===== config.mk =====
export PLATFORM = sky130hd
export DESIGN_NAME = forward_converter_rns3_n25
export DESIGN_NICKNAME = d
export VERILOG_FILES = /design/src/rtl/rns3_pkg.sv /design/src/rtl/mod_2n_plus1_fold.sv /design/src/rtl/forward_converter_rns3_n25.sv
export SDC_FILE = /design/constraint.sdc
export NUM_CORES = 1
export LEC_CHECK = 0
export BUFFER_PORTS_ARGS = -buffer_cell sky130_fd_sc_hd__buf_2
export CAP_MARGIN = 20
export CORE_ASPECT_RATIO = 0.9
export CORE_UTILIZATION = 25
export CTS_BUF_LIST = sky130_fd_sc_hd__clkbuf_8
export CTS_CLUSTER_DIAMETER = 30
export CTS_CLUSTER_SIZE = 16
export DETAILED_ROUTE_END_ITERATION = 12
export GPL_ROUTABILITY_DRIVEN = 0
export GPL_TIMING_DRIVEN = 0
export MAX_ROUTING_LAYER = met4
export PLACE_DENSITY_LB_ADDON = 0.15
export SLEW_MARGIN = 20
export SYNTH_ARGS = -nofsm -noshare
export SYNTH_HDL_FRONTEND = slang
export SYNTH_HIERARCHICAL = 1
export SYNTH_SLANG_ARGS = --single-unit
export TNS_END_PERCENT = 30

===== constraint.sdc =====
create_clock -name clk -period 6.3 [get_ports clk]
set_input_delay 0.63 -clock clk [delete_from_list [all_inputs] [get_ports clk]]
set_output_delay 0.63 -clock clk [all_outputs]
set_load 0.1 [all_outputs]

===== src/rtl/rns3_pkg.sv =====
// Shared constants for the {2^N+1, 2^N, 2^N-1} RNS datapath.
package rns3_pkg;
    localparam int unsigned N  = 25;
    localparam int unsigned W1 = N + 1;
    localparam int unsigned W  = N;
    localparam int unsigned WX = 3 * N;

    localparam logic [W1-1:0] MOD1 = {1'b1, {(N-1){1'b0}}, 1'b1};
    localparam logic [W1-1:0] MOD2 = {1'b1, {N{1'b0}}};
    localparam logic [W-1:0]  MOD3 = {N{1'b1}};

    // Dynamic range 2^(3N) - 2^N: ones in the upper 2N bits, zeros below.
    localparam logic [WX-1:0] M = {{(2*N){1'b1}}, {N{1'b0}}};
endpackage


===== src/rtl/mod_2n_plus1_fold.sv =====
// Single-step correction of a signed sum in -(2^N-1)..2^(N+1)-2 into 0..2^N.
module mod_2n_plus1_fold #(
    parameter int unsigned N = 25
) (
    input  logic signed [N+2:0] s,
    output logic [N:0]          x1
);
    localparam int unsigned  WO   = N + 1;
    localparam logic [N+2:0] MODU = {2'b00, 1'b1, {(N-1){1'b0}}, 1'b1};
    localparam logic signed [N+2:0] MODS = $signed(MODU);

    always_comb begin
        x1 = WO'(s);
        if (s < 0) begin
            x1 = WO'(s + MODS);
        end else if (s >= MODS) begin
            x1 = WO'(s - MODS);
        end
    end
endmodule


===== src/rtl/forward_converter_rns3_n25.sv =====
// Two-stage binary-to-RNS forward converter with valid/ready backpressure.
// Optional out_oor flag (X >= M) is built when FWD_CONV_RANGE_CHECK_EN is defined.
module forward_converter_rns3_n25 #(
    parameter int unsigned N = rns3_pkg::N
) (
    input  logic           clk,
    input  logic           rst_n,
    input  logic           in_valid,
    output logic           in_ready,
    input  logic [3*N-1:0] in_x,
    output logic           out_valid,
    input  logic           out_ready,
    output logic [N:0]     out_x1,
    output logic [N-1:0]   out_x2,
    output logic [N-1:0]   out_x3
`ifdef FWD_CONV_RANGE_CHECK_EN
    ,
    output logic           out_oor
`endif
);
    import rns3_pkg::*;

    logic [N-1:0] b0, b1, b2;
    logic         adv1, adv2;
    logic         s1_valid, s2_valid;
    logic [N-1:0] s1_b0, s1_b1;
    logic [N:0]   s1_p;
    logic [N+1:0] s1_t;

    logic signed [N+2:0] s_val;
    logic [N:0]   x1_next;
    logic [N:0]   f1;
    logic [N-1:0] f2;
    logic [N-1:0] x3_next;

    assign b0 = in_x[N-1:0];
    assign b1 = in_x[2*N-1:N];
    assign b2 = in_x[3*N-1:2*N];

    assign adv2      = !s2_valid || out_ready;
    assign adv1      = !s1_valid || adv2;
    assign in_ready  = adv1;
    assign out_valid = s2_valid;

    always_ff @(posedge clk or negedge rst_n) begin
        if (!rst_n) begin
            s1_valid <= 1'b0;
            s1_b0    <= '0;
            s1_b1    <= '0;
            s1_p     <= '0;
            s1_t     <= '0;
        end else if (adv1) begin
            s1_valid <= in_valid;
            if (in_valid) begin
                s1_b0 <= b0;
                s1_b1 <= b1;
                s1_p  <= {1'b0, b0} + {1'b0, b2};
                s1_t  <= {2'b00, b0} + {2'b00, b1} + {2'b00, b2};
            end
        end
    end

    assign s_val = $signed({2'b00, s1_p}) - $signed({3'b000, s1_b1});

    mod_2n_plus1_fold #(.N(N)) u_fold (
        .s  (s_val),
        .x1 (x1_next)
    );

    // End-around carry twice; the second fold cannot overflow N bits.
    always_comb begin
        f1      = {1'b0, s1_t[N-1:0]} + {{(N-1){1'b0}}, s1_t[N+1:N]};
        f2      = f1[N-1:0] + {{(N-1){1'b0}}, f1[N]};
        x3_next = (f2 == '1) ? '0 : f2;
    end

    always_ff @(posedge clk or negedge rst_n) begin
        if (!rst_n) begin
            s2_valid <= 1'b0;
            out_x1   <= '0;
            out_x2   <= '0;
            out_x3   <= '0;
        end else if (adv2) begin
            s2_valid <= s1_valid;
            if (s1_valid) begin
                out_x1 <= x1_next;
                out_x2 <= s1_b0;
                out_x3 <= x3_next;
            end
        end
    end

`ifdef FWD_CONV_RANGE_CHECK_EN
    logic s1_oor;

    always_ff @(posedge clk or negedge rst_n) begin
        if (!rst_n) begin
            s1_oor  <= 1'b0;
            out_oor <= 1'b0;
        end else begin
            if (adv1 && in_valid) begin
                s1_oor <= &in_x[3*N-1:N];
            end
            if (adv2 && s1_valid) begin
                out_oor <= s1_oor;
            end
        end
    end
`endif
endmodule


# == Word-level counts from Yosys, hierarchy flattened ==
# Cells that the tools add are included.
# classes
addsub,8
n_lt_le_gt_ge,2
eq_ne,1
mux,3
reduce_logical,6
# ops
operator,count
adder 25 x 25 -> 26 bit,2
two-way mux 26 bit,2
adder 26 x 25 -> 27 bit,1
greater-or-equal comparator 27 bit (second input constant),1
< comparator 27 x 1 -> 1 bit (second input constant),1
subtractor 26 x 25 -> 27 bit,1
adder 25 x 2 -> 26 bit,1
adder 26 bit (second input constant),1
subtractor 26 bit (second input constant),1
adder 25 x 1 -> 25 bit,1
== test 25 bit (second input constant),1
two-way mux 25 bit,1
AND reduction 2 bit,2
logical NOT 1 bit,2
logical OR 1 bit,2
# word_totals
reg_bits,181
inputBits,79
wordCells,29

# == Depth between registers and ports, before layout ==
# logic_depth
word_depth,4
ltp_mapped,22
mapped_depth_nobuf,21

# == Modules after synthesis ==
# Netlist, hierarchy kept.
# modules_own_cells
module,n_inst,cells_per_inst,area_per_inst_um2,seq_area_each_um2
forward_converter_rns3_n25,1,1306,11966.5,4529.3
mod_2n_plus1_fold,1,150,1007.2,0.0

# == Least setup slack after synthesis ==
# OpenSTA, ideal clock, no wires.
# synth_timing
path_kind,register to register
from,register s1_b1[5]
to,register out_x1[18]
setup_ns,0.120
t_arrival_ns,4.317
required_ns,6.180
slack_ns,1.863
path_stages_with_launch,21
synth_period_minus_slack_ns,4.437
cell_sequence,dfrtp_1 -> inv_1 -> ha_1 -> o21a_1 -> o21a_1 -> o211ai_1 -> a21oi_1 -> o21ai_0 -> a21oi_1 -> a221o_1 -> a21oi_1 -> o21ai_0 -> a211oi_1 -> nand4_1 -> or2_1 -> nor3_2 -> and3_1 -> o21ai_1 -> xnor2_1 -> nand2_1 -> nand2_1
# synth_via
elab_chain_len,4
elab_cells_between_ends,7
cone_classes,add/sub: 3; order compare: 2; mux: 2
# synth_rtl
element,line,rtl
start: declaration,forward_converter_rns3_n25.sv:26,"logic [N-1:0] s1_b0, s1_b1;"
start signal: assignment,forward_converter_rns3_n25.sv:49,s1_b1 <= '0;
start signal: assignment,forward_converter_rns3_n25.sv:56,s1_b1 <= b1;
subtractor 26 x 25 -> 27 bit *,forward_converter_rns3_n25.sv:63,"assign s_val = $signed({2'b00, s1_p}) - $signed({3'b000, s1_b1});"
via s_val[26],forward_converter_rns3_n25.sv:30,logic signed [N+2:0] s_val;
greater-or-equal comparator 27 bit,mod_2n_plus1_fold.sv:16,end else if (s >= MODS) begin
two-way mux 26 bit,mod_2n_plus1_fold.sv:16,
two-way mux 26 bit *,mod_2n_plus1_fold.sv:14,if (s < 0) begin
via x1_next[18],forward_converter_rns3_n25.sv:31,logic [N:0] x1_next;
end signal: assignment,forward_converter_rns3_n25.sv:86,out_x1 <= x1_next;
end: declaration,forward_converter_rns3_n25.sv:13,"output logic [N:0] out_x1,"
# The timed path passes the listed nets; every way through them passes the cells marked *.
# A chain may end at the register's enable or synchronous reset.

# == Final worst setup path ==
# layout_timing
from,register s1_t[9]
to,register out_x3[24]
# layout_via
elab_chain_len,4
# layout_rtl
element,line,rtl
start: declaration,forward_converter_rns3_n25.sv:28,logic [N+1:0] s1_t;
start signal: assignment,forward_converter_rns3_n25.sv:58,"s1_t <= {2'b00, b0} + {2'b00, b1} + {2'b00, b2};"
adder 25 x 2 -> 26 bit *,forward_converter_rns3_n25.sv:72,"f1 = {1'b0, s1_t[N-1:0]} + {{(N-1){1'b0}}, s1_t[N+1:N]};"
adder 25 x 1 -> 25 bit *,forward_converter_rns3_n25.sv:73,"f2 = f1[N-1:0] + {{(N-1){1'b0}}, f1[N]};"
== test 25 bit,forward_converter_rns3_n25.sv:74,x3_next = (f2 == '1) ? '0 : f2;
two-way mux 25 bit *,forward_converter_rns3_n25.sv:74,
end signal: assignment,forward_converter_rns3_n25.sv:88,out_x3 <= x3_next;
end: declaration,forward_converter_rns3_n25.sv:15,output logic [N-1:0] out_x3
# Mark *: on every way between the ends. The rest lies on a longest branch, timed or not.

==> run metrics <==
status=complete, no violations; area occupied by multi-input gates=8000 um2; slack of the worst reg-to-reg path=1.01 ns; Total Negative Setup Slacks=0 ns; final global-route overflow total=0; ratio of total power to cell area=431 nW/um2; number of vias after detailed routing=11,100; most used cells in the layout excluding fill and tap cells=282 x sky130_fd_sc_hd__nand2_1, 181 x sky130_fd_sc_hd__dfrtp_1, 161 x sky130_fd_sc_hd__buf_2; sequential share of power=0.263; net count after synthesis=about 1,600; crit path time final=5.29 ns; count of H-tree levels built during CTS=4; R2R Path End=out_x3[24]; worst setup slack before clock tree synthesis=roughly 0.7 ns; final count of negative-setup-slack endpoints=0; number of nets in the final layout=1,824; Non-Filler Cell Area, Final=15,200 um2; Port Buf Inserts=156; share of synthesized area occupied by flip-flops and latches=0.349; required time at the endpoint of the critical path=approximately 6.8 ns; cell with the biggest individual delay on the critical path=sky130_fd_sc_hd__nor4_2; Clk network pwr share=0.138; Hold Path Class=primary input to flop; startpoint of the worst setup timing path=s1_t[9]; remaining design rule violation count=0; cell-internal power=2.91 mW; ANT nets after route=0; clock skew after layout=between 0.01 and 0.015 ns; fmax=189 MHz; number of buffers inserted by post-CTS setup repair=0; vias in the first global route=11,000; family with the most delay on the worst path=simple AND/OR/NAND/NOR gates; sequential standard cell area=4530 um2; net switching power=roughly 3.6 mW; logic depth of the worst path, buffers included=17; All-Layer GR Usage=0.167; synthesized flop and latch total=181; Core Region=50,800 um2; TritonCTS sink count=181; startpoint types=flop; final number of max-transition violations=0; post-synthesis area per instance=8.91 um2; Die Footprint=~53,000 um2; Die Y=218 um; number of fill cells in the layout=between 5,000 and 6,000; final cell count without fillers=2,341; EDFF count, synth=0; iteration-0 DRC count of the detailed router=664; Final Hold Viols=0; number of buffers on the longest clock path=2; Crit Path Max Fanout=10; endpoint arrival time on the critical path=5.74 ns; reported leakage power=about 6.9 nW; Async S/R FF share, synth=1.00; global-route wire length before repair=64,800 um; detailed-routing iteration count for the pre-antenna-repair pass=5; largest net degree at the start of global routing=80; post_cts resized=0; detailed placer's ending HPWL=between 30,000 and 40,000 um; ratio of final minimum period to clock period=0.839; depth of the worst register-to-register path=17; Worst Tran Pin Value=1.07 ns; Cells after Synth=around 1,500; Clk pin slew, worst setup/hold paths=0.09 ns; # rows=78; WL/cell=approximately 18 um; I/O pin count=157; critical path endpoint category=flop; delay of the slowest cell on the worst path=0.67 ns; Yosys cell types=77; number of buffers inserted for hold repair after clock tree synthesis=1; termination of the worst setup path=out_x3[24]; total placed instance area=~15,000 um2; detailed-route wire length=41,900 um; Initial Util=0.255; Setup Crit Path Kind=flop to flop; final hold slack=0.276 ns; synthesized area=approximately 13,000 um2; normalized max-slew margin=0.289; Clock Root Buffer=sky130_fd_sc_hd__clkbuf_8; number of antenna violations at the first check in global routing=16; setup repair after global routing missed its margin=false; worst path cell trace=nand3_1 -> nor4_2 -> nand2_1 -> nor2_1 -> and3_1 -> ha_1 -> ha_1 -> nand2_1 -> a2111oi_2 -> o21ai_0 -> or4b_4 -> xnor2_1 -> a21oi_1 -> nand4_1 -> nor4_4 -> buf_6 -> nor2_1; post-placement cell count=2,295; most instantiated flip-flop cell in the synthesis netlist=sky130_fd_sc_hd__dfrtp_1; MaxCap Viol Count=0; synthesis-to-finish area growth=16.8%; horizontal die dimension=242 um; largest vdd supply drop=0.000308 V; warnings from Yosys=6; switching power as a share of total power=0.554; r2r startpoint=s1_t[9]; Logic pwr share=0.599; total clock buffers created by CTS=17; TritonCTS clock tree=done; most frequent standard cell in the layout excluding fill and tap cells=sky130_fd_sc_hd__nand2_1; share of layout cells above drive strength 1=0.181; worst-skew pair later-pin latency=0.56 ns; PnR worst setup slack=1.01 ns; post-DR vias/cell=4.75; crit path buf inv count=1
[per-layer routing]
layer,share of wire,GRT usage,wire [um]
met5,0,-,0
met4,0.011,0.0443,479
met3,0.064,0.0490,2660
met2,0.41,0.232,17200
met1,0.52,0.233,21600
[flip-flops by register name (all words and copies together), names as in the netlist]
| signal | flops |
|---|---|
| s1_t | 27 |
| out_x1 | 26 |
| s1_p | 26 |
| out_x2 | 25 |
| out_x3 | 25 |
| s1_b0 | 25 |
| s1_b1 | 25 |
| out_valid | 1 |
| s1_valid | 1 |
[power by group through the flow]
stage	logic, mW	registers (mW)	clock network [mW]
2_1_floorplan	1.75	3.02	0
3_3_place_gp	3.91	1.74	0
3_5_place_dp	3.92	1.75	0
4_1_cts	3.94	1.73	0.953
5_1_grt	4.21	1.77	0.987
6_report	3.91	1.72	0.901
[per-stage QoR]
stage	power, mW	util
global placement	5.65	0.287
finish	6.53	0.298
floorplan	4.77	-
detailed placement	5.67	0.289
global route	6.96	0.298
CTS	6.62	0.297
[cell usage after synthesis (5+ instances only)]
master	n	area, um2
sky130_fd_sc_hd__o21ai_1	7	35.0
sky130_fd_sc_hd__nor2b_1	9	56.3
sky130_fd_sc_hd__a21oi_1	77	385
sky130_fd_sc_hd__nor2_1	80	300
sky130_fd_sc_hd__buf_2	6	30.0
sky130_fd_sc_hd__or4_1	5	37.5
sky130_fd_sc_hd__nand2_1	282	1060
sky130_fd_sc_hd__o21bai_1	9	67.6
sky130_fd_sc_hd__nor4_1	18	113
sky130_fd_sc_hd__nor2_2	5	31.3
sky130_fd_sc_hd__dfrtp_1	181	4530
sky130_fd_sc_hd__xor2_1	58	508
sky130_fd_sc_hd__nor4_4	5	106
sky130_fd_sc_hd__ha_1	81	1010
sky130_fd_sc_hd__a31oi_1	12	75.1
sky130_fd_sc_hd__mux2i_1	7	70.1
sky130_fd_sc_hd__o31ai_1	11	82.6
sky130_fd_sc_hd__nand3_1	29	145
sky130_fd_sc_hd__and3_1	13	81.3
sky130_fd_sc_hd__or2_2	5	31.3
sky130_fd_sc_hd__inv_1	56	210
sky130_fd_sc_hd__nand3b_1	6	45.0
sky130_fd_sc_hd__a21o_1	25	188
sky130_fd_sc_hd__o22ai_1	5	31.3
sky130_fd_sc_hd__nor3_1	26	130
sky130_fd_sc_hd__a211oi_1	8	60.1
sky130_fd_sc_hd__and2_1	6	37.5
sky130_fd_sc_hd__o211ai_1	5	37.5
sky130_fd_sc_hd__o21a_1	12	90.1
sky130_fd_sc_hd__nand4_1	23	144
sky130_fd_sc_hd__xnor2_1	66	578
sky130_fd_sc_hd__o21ai_0	97	485
sky130_fd_sc_hd__nand2b_1	14	87.6
sky130_fd_sc_hd__mux2_2	54	608
sky130_fd_sc_hd__or3_1	10	62.6
sky130_fd_sc_hd__fa_1	29	581
sky130_fd_sc_hd__clkbuf_1	38	143
[cell families after synthesis]
group	share of synthesized area
compound gates	0.142
flops	0.349
fa+ha+maj	0.123
simple gates	0.215
mux	0.0523
buf+inv	0.0350
xor+xnor	0.0837
[cell type report]
class	instances	share of cell area
Multi-Input combinational cell	1166	0.528
Sequential cell	181	0.299
Timing Repair Buffer	160	0.0567
Tap cell	680	0.0562
Clock buffer	18	0.0164
Buffer	53	0.0163
Inverter	56	0.0139
Clock inverter	14	0.0114
Antenna cell	13	0.00215
[worst register-to-register path: stages (launching register included)]
cell	delay (ns)
sky130_fd_sc_hd__dfrtp_1	0.50
sky130_fd_sc_hd__nand3_1	0.26
sky130_fd_sc_hd__nor4_2	0.67
sky130_fd_sc_hd__nand2_1	0.14
sky130_fd_sc_hd__nor2_1	0.22
sky130_fd_sc_hd__and3_1	0.27
sky130_fd_sc_hd__ha_1	0.20
sky130_fd_sc_hd__ha_1	0.18
sky130_fd_sc_hd__nand2_1	0.10
sky130_fd_sc_hd__a2111oi_2	0.43
sky130_fd_sc_hd__o21ai_0	0.31
sky130_fd_sc_hd__or4b_4	0.55
sky130_fd_sc_hd__xnor2_1	0.19
sky130_fd_sc_hd__a21oi_1	0.14
sky130_fd_sc_hd__nand4_1	0.24
sky130_fd_sc_hd__nor4_4	0.48
sky130_fd_sc_hd__buf_6	0.25
sky130_fd_sc_hd__nor2_1	0.07
[worst min path at each step]
stage / from / endpoint / cells past startpoint
finish: in_valid / s1_valid / 2
global route: in_valid / s1_valid / 2
CTS: in_valid / s1_valid / 2
detailed placement: s1_b0[19] / out_x2[19] / 2
global placement: s1_b0[22] / out_x2[22] / 2
floorplan: rst_n / out_valid / 0
No activity file was read; power rests on OpenSTA's default activity.
